## src/rtl/robot_pkg.sv

```systemverilog
// robot_pkg: shared FSM encoding, far sentinel and default ranging parameters
package robot_pkg;
  typedef enum logic [1:0] {IDLE, TRIG, WAIT, EVAL} prox_state_e;
  localparam logic [15:0] FAR_SENTINEL = 16'hFFFF;
  localparam int DEF_PERIOD = 3700000;
  localparam int DEF_TIMEOUT = 3000000;
  localparam int DEF_NEAR_TH = 1000;
  localparam int DEF_FAR_TH = 1200;
  localparam int DEF_CONFIRM = 2;
endpackage

```

## src/rtl/hyst_confirm.sv

```systemverilog
// hyst_confirm: near/far confirmation counters with hysteresis on the near flag
// Ports: clk, rst (async high); clr drops counters and near; upd applies sample;
// sample is the distance under evaluation; near is the confirmed obstacle flag.
module hyst_confirm import robot_pkg::*; #(
  parameter int NEAR_TH = DEF_NEAR_TH,
  parameter int FAR_TH  = DEF_FAR_TH,
  parameter int CONFIRM = DEF_CONFIRM
) (
  input  logic        clk,
  input  logic        rst,
  input  logic        clr,
  input  logic        upd,
  input  logic [15:0] sample,
  output logic        near
);
  localparam logic [3:0] CMAX = 4'(CONFIRM);
  localparam logic [15:0] NTH = 16'(NEAR_TH);
  localparam logic [15:0] FTH = 16'(FAR_TH);
  logic [3:0] near_cnt_q, near_cnt_d, far_cnt_q, far_cnt_d;
  logic near_q, near_d, is_near, is_far;
  always_comb begin
    is_near = sample < NTH;
    is_far = sample >= FTH;
    near_cnt_d = clr ? 4'd0 : !upd ? near_cnt_q : !is_near ? 4'd0 : near_cnt_q == CMAX ? CMAX : near_cnt_q + 4'd1;
    far_cnt_d = clr ? 4'd0 : !upd ? far_cnt_q : !is_far ? 4'd0 : far_cnt_q == CMAX ? CMAX : far_cnt_q + 4'd1;
    near_d = clr ? 1'b0 : !upd ? near_q : near_cnt_d == CMAX ? 1'b1 : far_cnt_d == CMAX ? 1'b0 : near_q;
  end
  always_ff @(posedge clk or posedge rst) begin
    if (rst) begin
      near_cnt_q <= '0;
      far_cnt_q <= '0;
      near_q <= 1'b0;
    end else begin
      near_cnt_q <= near_cnt_d;
      far_cnt_q <= far_cnt_d;
      near_q <= near_d;
    end
  end
  assign near = near_q;
endmodule

```

## src/rtl/proximity_filter.sv

```systemverilog
// proximity_filter: periodic ultrasonic ranging with timeout and confirmed near flag
// Ports: clk, rst (async high), en enables ranging; ultra_init requests a
// measurement; ultra_done/ultra_dist return it; near, dist_q, sample_valid
// report the filtered result; timeout_err pulses when the ranger stays silent.
module proximity_filter import robot_pkg::*; #(
  parameter int PERIOD  = DEF_PERIOD,
  parameter int TIMEOUT = DEF_TIMEOUT,
  parameter int NEAR_TH = DEF_NEAR_TH,
  parameter int FAR_TH  = DEF_FAR_TH,
  parameter int CONFIRM = DEF_CONFIRM
) (
  input  logic        clk,
  input  logic        rst,
  input  logic        en,
  output logic        ultra_init,
  input  logic        ultra_done,
  input  logic [15:0] ultra_dist,
  output logic        near,
  output logic [15:0] dist_q,
  output logic        sample_valid,
  output logic        timeout_err
);
  localparam int CW = $clog2(PERIOD);
  localparam int TW = $clog2(TIMEOUT + 1);
  prox_state_e state_q, state_d;
  logic [CW-1:0] per_cnt_q, per_cnt_d;
  logic [TW-1:0] wait_cnt_q, wait_cnt_d;
  logic [15:0] sample_q, sample_d, dist_d;
  logic sample_valid_q, sample_valid_d, timeout_err_q, timeout_err_d;
  logic per_due, in_wait, got, expired, eval;
  always_ff @(posedge clk or posedge rst) begin
    if (rst) state_q <= IDLE;
    else state_q <= state_d;
  end
  // Dropping en overrides every state so an in-flight measurement is abandoned.
  always_comb begin
    state_d = state_q;
    if (!en) state_d = IDLE;
    else begin
      case (state_q)
        IDLE: state_d = per_due ? TRIG : IDLE;
        TRIG: state_d = WAIT;
        WAIT: state_d = (ultra_done || expired) ? EVAL : WAIT;
        EVAL: state_d = IDLE;
        default: state_d = IDLE;
      endcase
    end
  end
  always_comb begin
    ultra_init = state_q == TRIG;
    sample_valid = sample_valid_q;
    timeout_err = timeout_err_q;
  end
  // Done wins over an expiring wait, so expired is only raised without done.
  always_comb begin
    per_due = per_cnt_q == CW'(PERIOD - 1);
    in_wait = en && state_q == WAIT;
    got = in_wait && ultra_done;
    expired = in_wait && !ultra_done && wait_cnt_q == TW'(TIMEOUT - 1);
    eval = en && state_q == EVAL;
    per_cnt_d = (!en || per_due) ? '0 : per_cnt_q + CW'(1);
    wait_cnt_d = in_wait ? wait_cnt_q + TW'(1) : '0;
    sample_d = got ? ultra_dist : expired ? FAR_SENTINEL : sample_q;
    dist_d = eval ? sample_q : dist_q;
    sample_valid_d = eval;
    timeout_err_d = expired;
  end
  always_ff @(posedge clk or posedge rst) begin
    if (rst) begin
      per_cnt_q <= '0;
      wait_cnt_q <= '0;
      sample_q <= FAR_SENTINEL;
      dist_q <= FAR_SENTINEL;
      sample_valid_q <= 1'b0;
      timeout_err_q <= 1'b0;
    end else begin
      per_cnt_q <= per_cnt_d;
      wait_cnt_q <= wait_cnt_d;
      sample_q <= sample_d;
      dist_q <= dist_d;
      sample_valid_q <= sample_valid_d;
      timeout_err_q <= timeout_err_d;
    end
  end
  hyst_confirm #(.NEAR_TH(NEAR_TH), .FAR_TH(FAR_TH), .CONFIRM(CONFIRM)) u_hyst (
    .clk(clk),
    .rst(rst),
    .clr(!en),
    .upd(eval),
    .sample(sample_q),
    .near(near)
  );
endmodule

```

## config.mk

```make
export PLATFORM = sky130hd
export DESIGN_NAME = proximity_filter
export DESIGN_NICKNAME = d
export VERILOG_FILES = /design/src/rtl/robot_pkg.sv /design/src/rtl/hyst_confirm.sv /design/src/rtl/proximity_filter.sv
export SDC_FILE = /design/constraint.sdc
export NUM_CORES = 1
export LEC_CHECK = 0
export BUFFER_PORTS_ARGS = -buffer_cell sky130_fd_sc_hd__buf_2
export CORE_AREA = 2 2 123 125
export CTS_CLUSTER_DIAMETER = 50
export DETAILED_ROUTE_END_ITERATION = 6
export DIE_AREA = 0 0 125 127
export PLACE_DENSITY = 0.57
export SYNTH_ARGS = -nofsm -noshare
export SYNTH_HDL_FRONTEND = slang
export SYNTH_SLANG_ARGS = --single-unit
```

## constraint.sdc

```tcl
create_clock -name clk -period 2.7 [get_ports clk]
set_input_delay 0.54 -clock clk [delete_from_list [all_inputs] [get_ports clk]]
set_output_delay 0.54 -clock clk [all_outputs]
set_load 0.1 [all_outputs]
```

==> impl_metrics.xml <==
<?xml version="1.0" encoding="UTF-8"?>
<metrics>
  <group name="run_status">
    <metric name="status" unit="">complete, no violations</metric>
  </group>
  <group name="power_and_ir_drop">
    <metric name="power.ir.vdd_worst" unit="mV">0.378</metric>
    <metric name="p_int" unit="mW">2.13</metric>
    <metric name="total_power" unit="mW">2.75</metric>
    <metric name="seq_power_share" unit="%">50.3</metric>
    <metric name="clock_power_share" unit="%">46.3</metric>
    <metric name="switching_power" unit="mW">0.624</metric>
    <metric name="swShare" unit="%">22.7</metric>
    <metric name="power_leakage" unit="nW">2.14</metric>
    <metric name="pwr_density_cell" unit="nW/um^2">549</metric>
    <metric name="comb_power_share" unit="%">3.4</metric>
  </group>
  <group name="logic_synthesis">
    <metric name="muxShareOfSynthArea" unit="%">4.21</metric>
    <metric name="yosys_most_used_dff" unit="">sky130_fd_sc_hd__dfrtp_1</metric>
    <metric name="synth_seq_area_share" unit="%">53.0</metric>
    <metric name="synth_edf_count" unit="">0</metric>
    <metric name="synth-warning-count" unit="">0</metric>
    <metric name="yosys_register_bits" unit="">89</metric>
    <metric name="largest_family_of_logic_cells_by_synthesized_area" unit="">simple AND/OR/NAND/NOR gates</metric>
    <metric name="synthXorXnorAreaFrac" unit="%">7.98</metric>
    <metric name="postSynthAreaPerCell" unit="um^2">10.3</metric>
    <metric name="synth_cells" unit="">414</metric>
    <metric name="mappedNetlistArea" unit="um^2">4280</metric>
    <metric name="synth_compound_area_share" unit="%">6.46</metric>
    <metric name="synthArstFlopShare" unit="%">100</metric>
    <metric name="synth_simple_gate_area_share" unit="%">23.0</metric>
    <metric name="synthAdderAreaFrac" unit="%">2.92</metric>
    <metric name="syn-num-nets" unit="">444</metric>
    <metric name="post_synth_num_cell_types" unit="">48</metric>
  </group>
  <group name="route">
    <metric name="route.antenna.remaining_nets" unit="">0</metric>
    <metric name="route.vias.total" unit="">2994</metric>
    <metric name="wire_length_per_cell_after_detailed_routing" unit="um">13.2</metric>
    <metric name="drc" unit="">0</metric>
    <metric name="vias_per_cell" unit="">4.61</metric>
    <metric name="drt-pass1-iter-count" unit="">6</metric>
    <metric name="dr.first_iter.drc_count" unit="">223</metric>
    <metric name="drt_wl_total" unit="um">8550</metric>
  </group>
  <group name="worst_setup_path">
    <metric name="cell_breakdown_of_the_critical_path" unit="">ha_1, and4_1, nand3_1, nor4_1, nand2b_1, buf_4, nor2_1</metric>
    <metric name="setup.worst_path.class" unit="">register to register</metric>
    <metric name="cp-endpoint" unit="">per_cnt_q[15]</metric>
    <metric name="crit_path_start_kind" unit="">register</metric>
    <metric name="r2r-end" unit="">per_cnt_q[15]</metric>
    <metric name="startpoint" unit="">per_cnt_q[0]</metric>
    <metric name="worst-r2r-setup-slack" unit="ns">0.68</metric>
    <metric name="critical-path-top-delay-family" unit="">simple AND/OR/NAND/NOR gates</metric>
    <metric name="crit_path_end_kind" unit="">register</metric>
    <metric name="timing.critical_path.buf_inv" unit="">1</metric>
    <metric name="cp_max_fo" unit="">21</metric>
    <metric name="required" unit="ns">2.92</metric>
    <metric name="rr_startpoint" unit="">per_cnt_q[0]</metric>
    <metric name="timing.reg2reg.worst_path_depth" unit="">7</metric>
    <metric name="critical_path_data_arrival_time" unit="ns">2.24</metric>
    <metric name="critical_path_cell_count" unit="">7</metric>
    <metric name="crit_slowest_cell" unit="">sky130_fd_sc_hd__dfrtp_1</metric>
    <metric name="critical_path.max_stage_delay" unit="ns">0.40</metric>
  </group>
  <group name="grt">
    <metric name="gr-usage-met2" unit="%">18.1</metric>
    <metric name="grt_pass1_vias" unit="">3116</metric>
    <metric name="pin_count_of_the_biggest_net_entering_global_routing" unit="">90</metric>
    <metric name="initial_antenna_violation_count" unit="">0</metric>
    <metric name="grt_met1_use" unit="%">14.9</metric>
    <metric name="global_route.usage.total" unit="%">11.2</metric>
    <metric name="grt_pass1_wl" unit="um">14800</metric>
    <metric name="grt-busiest-layer" unit="">met2</metric>
    <metric name="overflow" unit="">0</metric>
    <metric name="gr-usage-met3" unit="%">2.39</metric>
  </group>
  <group name="clock_tree">
    <metric name="cts.sinks" unit="">89</metric>
    <metric name="cts.path.max_buffers" unit="">2</metric>
    <metric name="clockRootBuffer" unit="">sky130_fd_sc_hd__clkbuf_16</metric>
    <metric name="post_cts_hold_buffer_count" unit="">0</metric>
    <metric name="cts_resized" unit="">0</metric>
    <metric name="cts_tree" unit="">built</metric>
    <metric name="worst_setup_hold_path_clk_slew" unit="ns">0.06</metric>
    <metric name="tritoncts.num_buffers" unit="">9</metric>
    <metric name="htree_num_levels" unit="">3</metric>
    <metric name="insertion_delay" unit="ns">0.34</metric>
    <metric name="post_cts.repair.setup_buffers" unit="">0</metric>
  </group>
  <group name="timing">
    <metric name="worst_slew_pin_slew" unit="ns">0.703</metric>
    <metric name="setup_viol" unit="">0</metric>
    <metric name="final_period_minus_worst_setup_slack" unit="ns">2.02</metric>
    <metric name="slew_violations" unit="">0</metric>
    <metric name="clock_tree_skew_after_final_layout" unit="ns">0.00599</metric>
    <metric name="final.setup.tns" unit="ns">0</metric>
    <metric name="grt_setup_unrepaired" unit="">false</metric>
    <metric name="final-hold-violation-count" unit="">0</metric>
    <metric name="post-route-period-util" unit="%">74.9</metric>
    <metric name="fmax" unit="MHz">494</metric>
    <metric name="max_slew_margin_vs_limit" unit="%">53.0</metric>
  </group>
  <group name="floorplanning">
    <metric name="initial_utilization" unit="%">29.7</metric>
    <metric name="fp.dieArea" unit="um^2">15900</metric>
    <metric name="die_w" unit="um">125</metric>
    <metric name="num_rows" unit="">44</metric>
    <metric name="fp.dieH" unit="um">127</metric>
    <metric name="coreArea" unit="um^2">14400</metric>
    <metric name="boundaryPins" unit="">40</metric>
  </group>
  <group name="finish">
    <metric name="final_nets" unit="">490</metric>
    <metric name="n_fill_cell" unit="">1455</metric>
    <metric name="post_route_cells_drive_above_1_share" unit="%">29.2</metric>
    <metric name="area.growth.synth_to_final" unit="%">17.2</metric>
    <metric name="antennaDiodeCount" unit="">0</metric>
  </group>
  <group name="place">
    <metric name="detailed_place_hpwl" unit="um">5800</metric>
    <metric name="portBuffers" unit="">39</metric>
    <metric name="final_weighted_congestion_in_routability_driven_placement" unit="">0.764</metric>
  </group>
  <group name="flow_run">
    <metric name="cap_violations" unit="">0</metric>
  </group>
  <group name="min_path">
    <metric name="hold_path_class" unit="">input pin to async pin</metric>
  </group>
</metrics>
## per-layer routing
layer	vias up	wire length (um)
li1	1491	-
met1	1456	4160
met2	37	4010
met3	10	237
met4	0	136
met5	-	0
## flip-flops by register name, summed over array words and instances (netlist names), 2 cells and up
name / cells
u_hyst.far_cnt_q: 4
sample_q: 16
dist_q: 16
per_cnt_q: 22
wait_cnt_q: 22
u_hyst.near_cnt_q: 4
state_q: 2
## placed cells by master, fill, tap and decap left out, types with 9 or more instances in the layout
cell type	netlist	final
sky130_fd_sc_hd__a21oi_1	13	13
sky130_fd_sc_hd__nor3_1	11	11
sky130_fd_sc_hd__clkbuf_16	0	9
sky130_fd_sc_hd__nor2_1	78	78
sky130_fd_sc_hd__xor2_1	20	20
sky130_fd_sc_hd__nand4_1	11	11
sky130_fd_sc_hd__nand3_1	19	19
sky130_fd_sc_hd__mux2_2	16	16
sky130_fd_sc_hd__xnor2_1	19	19
sky130_fd_sc_hd__a21oi_2	9	9
sky130_fd_sc_hd__nand2_1	25	25
sky130_fd_sc_hd__buf_2	2	39
sky130_fd_sc_hd__dfrtp_1	57	57
sky130_fd_sc_hd__ha_1	10	10
sky130_fd_sc_hd__dfstp_2	32	32
sky130_fd_sc_hd__inv_1	11	10
sky130_fd_sc_hd__nor2_2	9	9
## layout make-up
class                   count  area, um^2  area share [%]
flip-flops and latches     89        2270            45.2
clock buffers               9         225            4.49
clock inverters             7        73.8            1.47
inverters                  11        45.0           0.898
repair buffers             47         268            5.34
multi-input cells         302        1910            38.0
well taps                 184         230            4.59
## logic make-up (layout without fill, tap and decap cells)
group           Yosys count  after routing
compound gates           41             41
simple gates            196            196
buf+inv                  23             74
flops                    89             89
xor+xnor                 39             39
fa+ha+maj                10             10
mux                      16             16
## worst min-delay path by stage
stage                        from       endpoint  slack (ns)  cells past startpoint
finish                        rst  per_cnt_q[12]        0.32                      3
global route                  rst  per_cnt_q[12]        0.37                      3
CTS                           rst  per_cnt_q[17]        0.36                      3
detailed placement  wait_cnt_q[0]  wait_cnt_q[0]        0.48                      1
global placement    wait_cnt_q[0]  wait_cnt_q[0]        0.48                      1
floorplan            per_cnt_q[0]   per_cnt_q[0]        0.45                      1
## worst register-to-register path, cell delays in order (launching register included)
cell                       delay (ns)
sky130_fd_sc_hd__dfrtp_1         0.40
sky130_fd_sc_hd__ha_1            0.22
sky130_fd_sc_hd__and4_1          0.31
sky130_fd_sc_hd__nand3_1         0.09
sky130_fd_sc_hd__nor4_1          0.40
sky130_fd_sc_hd__nand2b_1        0.17
sky130_fd_sc_hd__buf_4           0.24
sky130_fd_sc_hd__nor2_1          0.08
## metrics by stage
stage          hold slack (ns)  instance area, um^2  util, %  worst slack [ns]  std cells
6_report                 0.324                 5020     34.8             0.678        649
3_3_place_gp             0.481                 4720     32.7             0.644        633
5_1_grt                  0.372                 5020     34.8             0.440        649
4_1_cts                  0.355                 5020     34.8             0.616        649
2_1_floorplan            0.455                 4290        -             0.893        414
3_5_place_dp             0.479                 4720     32.7             0.639        633
## power groups by stage
stage | sequential, mW | clock [mW] | combinational (mW)
final | 1.38 | 1.27 | 0.0945
after global routing | 1.39 | 1.36 | 0.109
after CTS | 1.38 | 1.31 | 0.0983
after detailed placement | 1.41 | 0 | 0.0975
after global placement | 1.41 | 0 | 0.0959
after floorplan | 1.40 | 0 | 0.0625
## Yosys cell counts, types with 2 or more instances
cell type	instances	share of area (%)
sky130_fd_sc_hd__dfstp_2	32	20
sky130_fd_sc_hd__a21o_1	2	0.35
sky130_fd_sc_hd__nor4b_1	3	0.61
sky130_fd_sc_hd__nor2_1	78	6.8
sky130_fd_sc_hd__nand2b_1	7	1.0
sky130_fd_sc_hd__ha_1	10	2.9
sky130_fd_sc_hd__nor2_2	9	1.3
sky130_fd_sc_hd__xor2_1	20	4.1
sky130_fd_sc_hd__a21oi_1	13	1.5
sky130_fd_sc_hd__buf_2	2	0.23
sky130_fd_sc_hd__xnor2_1	19	3.9
sky130_fd_sc_hd__a21oi_2	9	1.8
sky130_fd_sc_hd__clkbuf_1	7	0.61
sky130_fd_sc_hd__and2_1	4	0.58
sky130_fd_sc_hd__and4_1	3	0.61
sky130_fd_sc_hd__nor2b_1	3	0.44
sky130_fd_sc_hd__or3_1	2	0.29
sky130_fd_sc_hd__and3_1	5	0.73
sky130_fd_sc_hd__nor4_1	6	0.88
sky130_fd_sc_hd__a21boi_0	3	0.53
sky130_fd_sc_hd__nor3_1	11	1.3
sky130_fd_sc_hd__nand3_1	19	2.2
sky130_fd_sc_hd__dfrtp_1	57	33
sky130_fd_sc_hd__inv_1	11	0.96
sky130_fd_sc_hd__buf_6	2	0.53
sky130_fd_sc_hd__mux2_2	16	4.2
sky130_fd_sc_hd__nand2_1	25	2.2
sky130_fd_sc_hd__nand4_1	11	1.6
sky130_fd_sc_hd__o21ai_0	6	0.70
(Power assumes the default switching activity.)
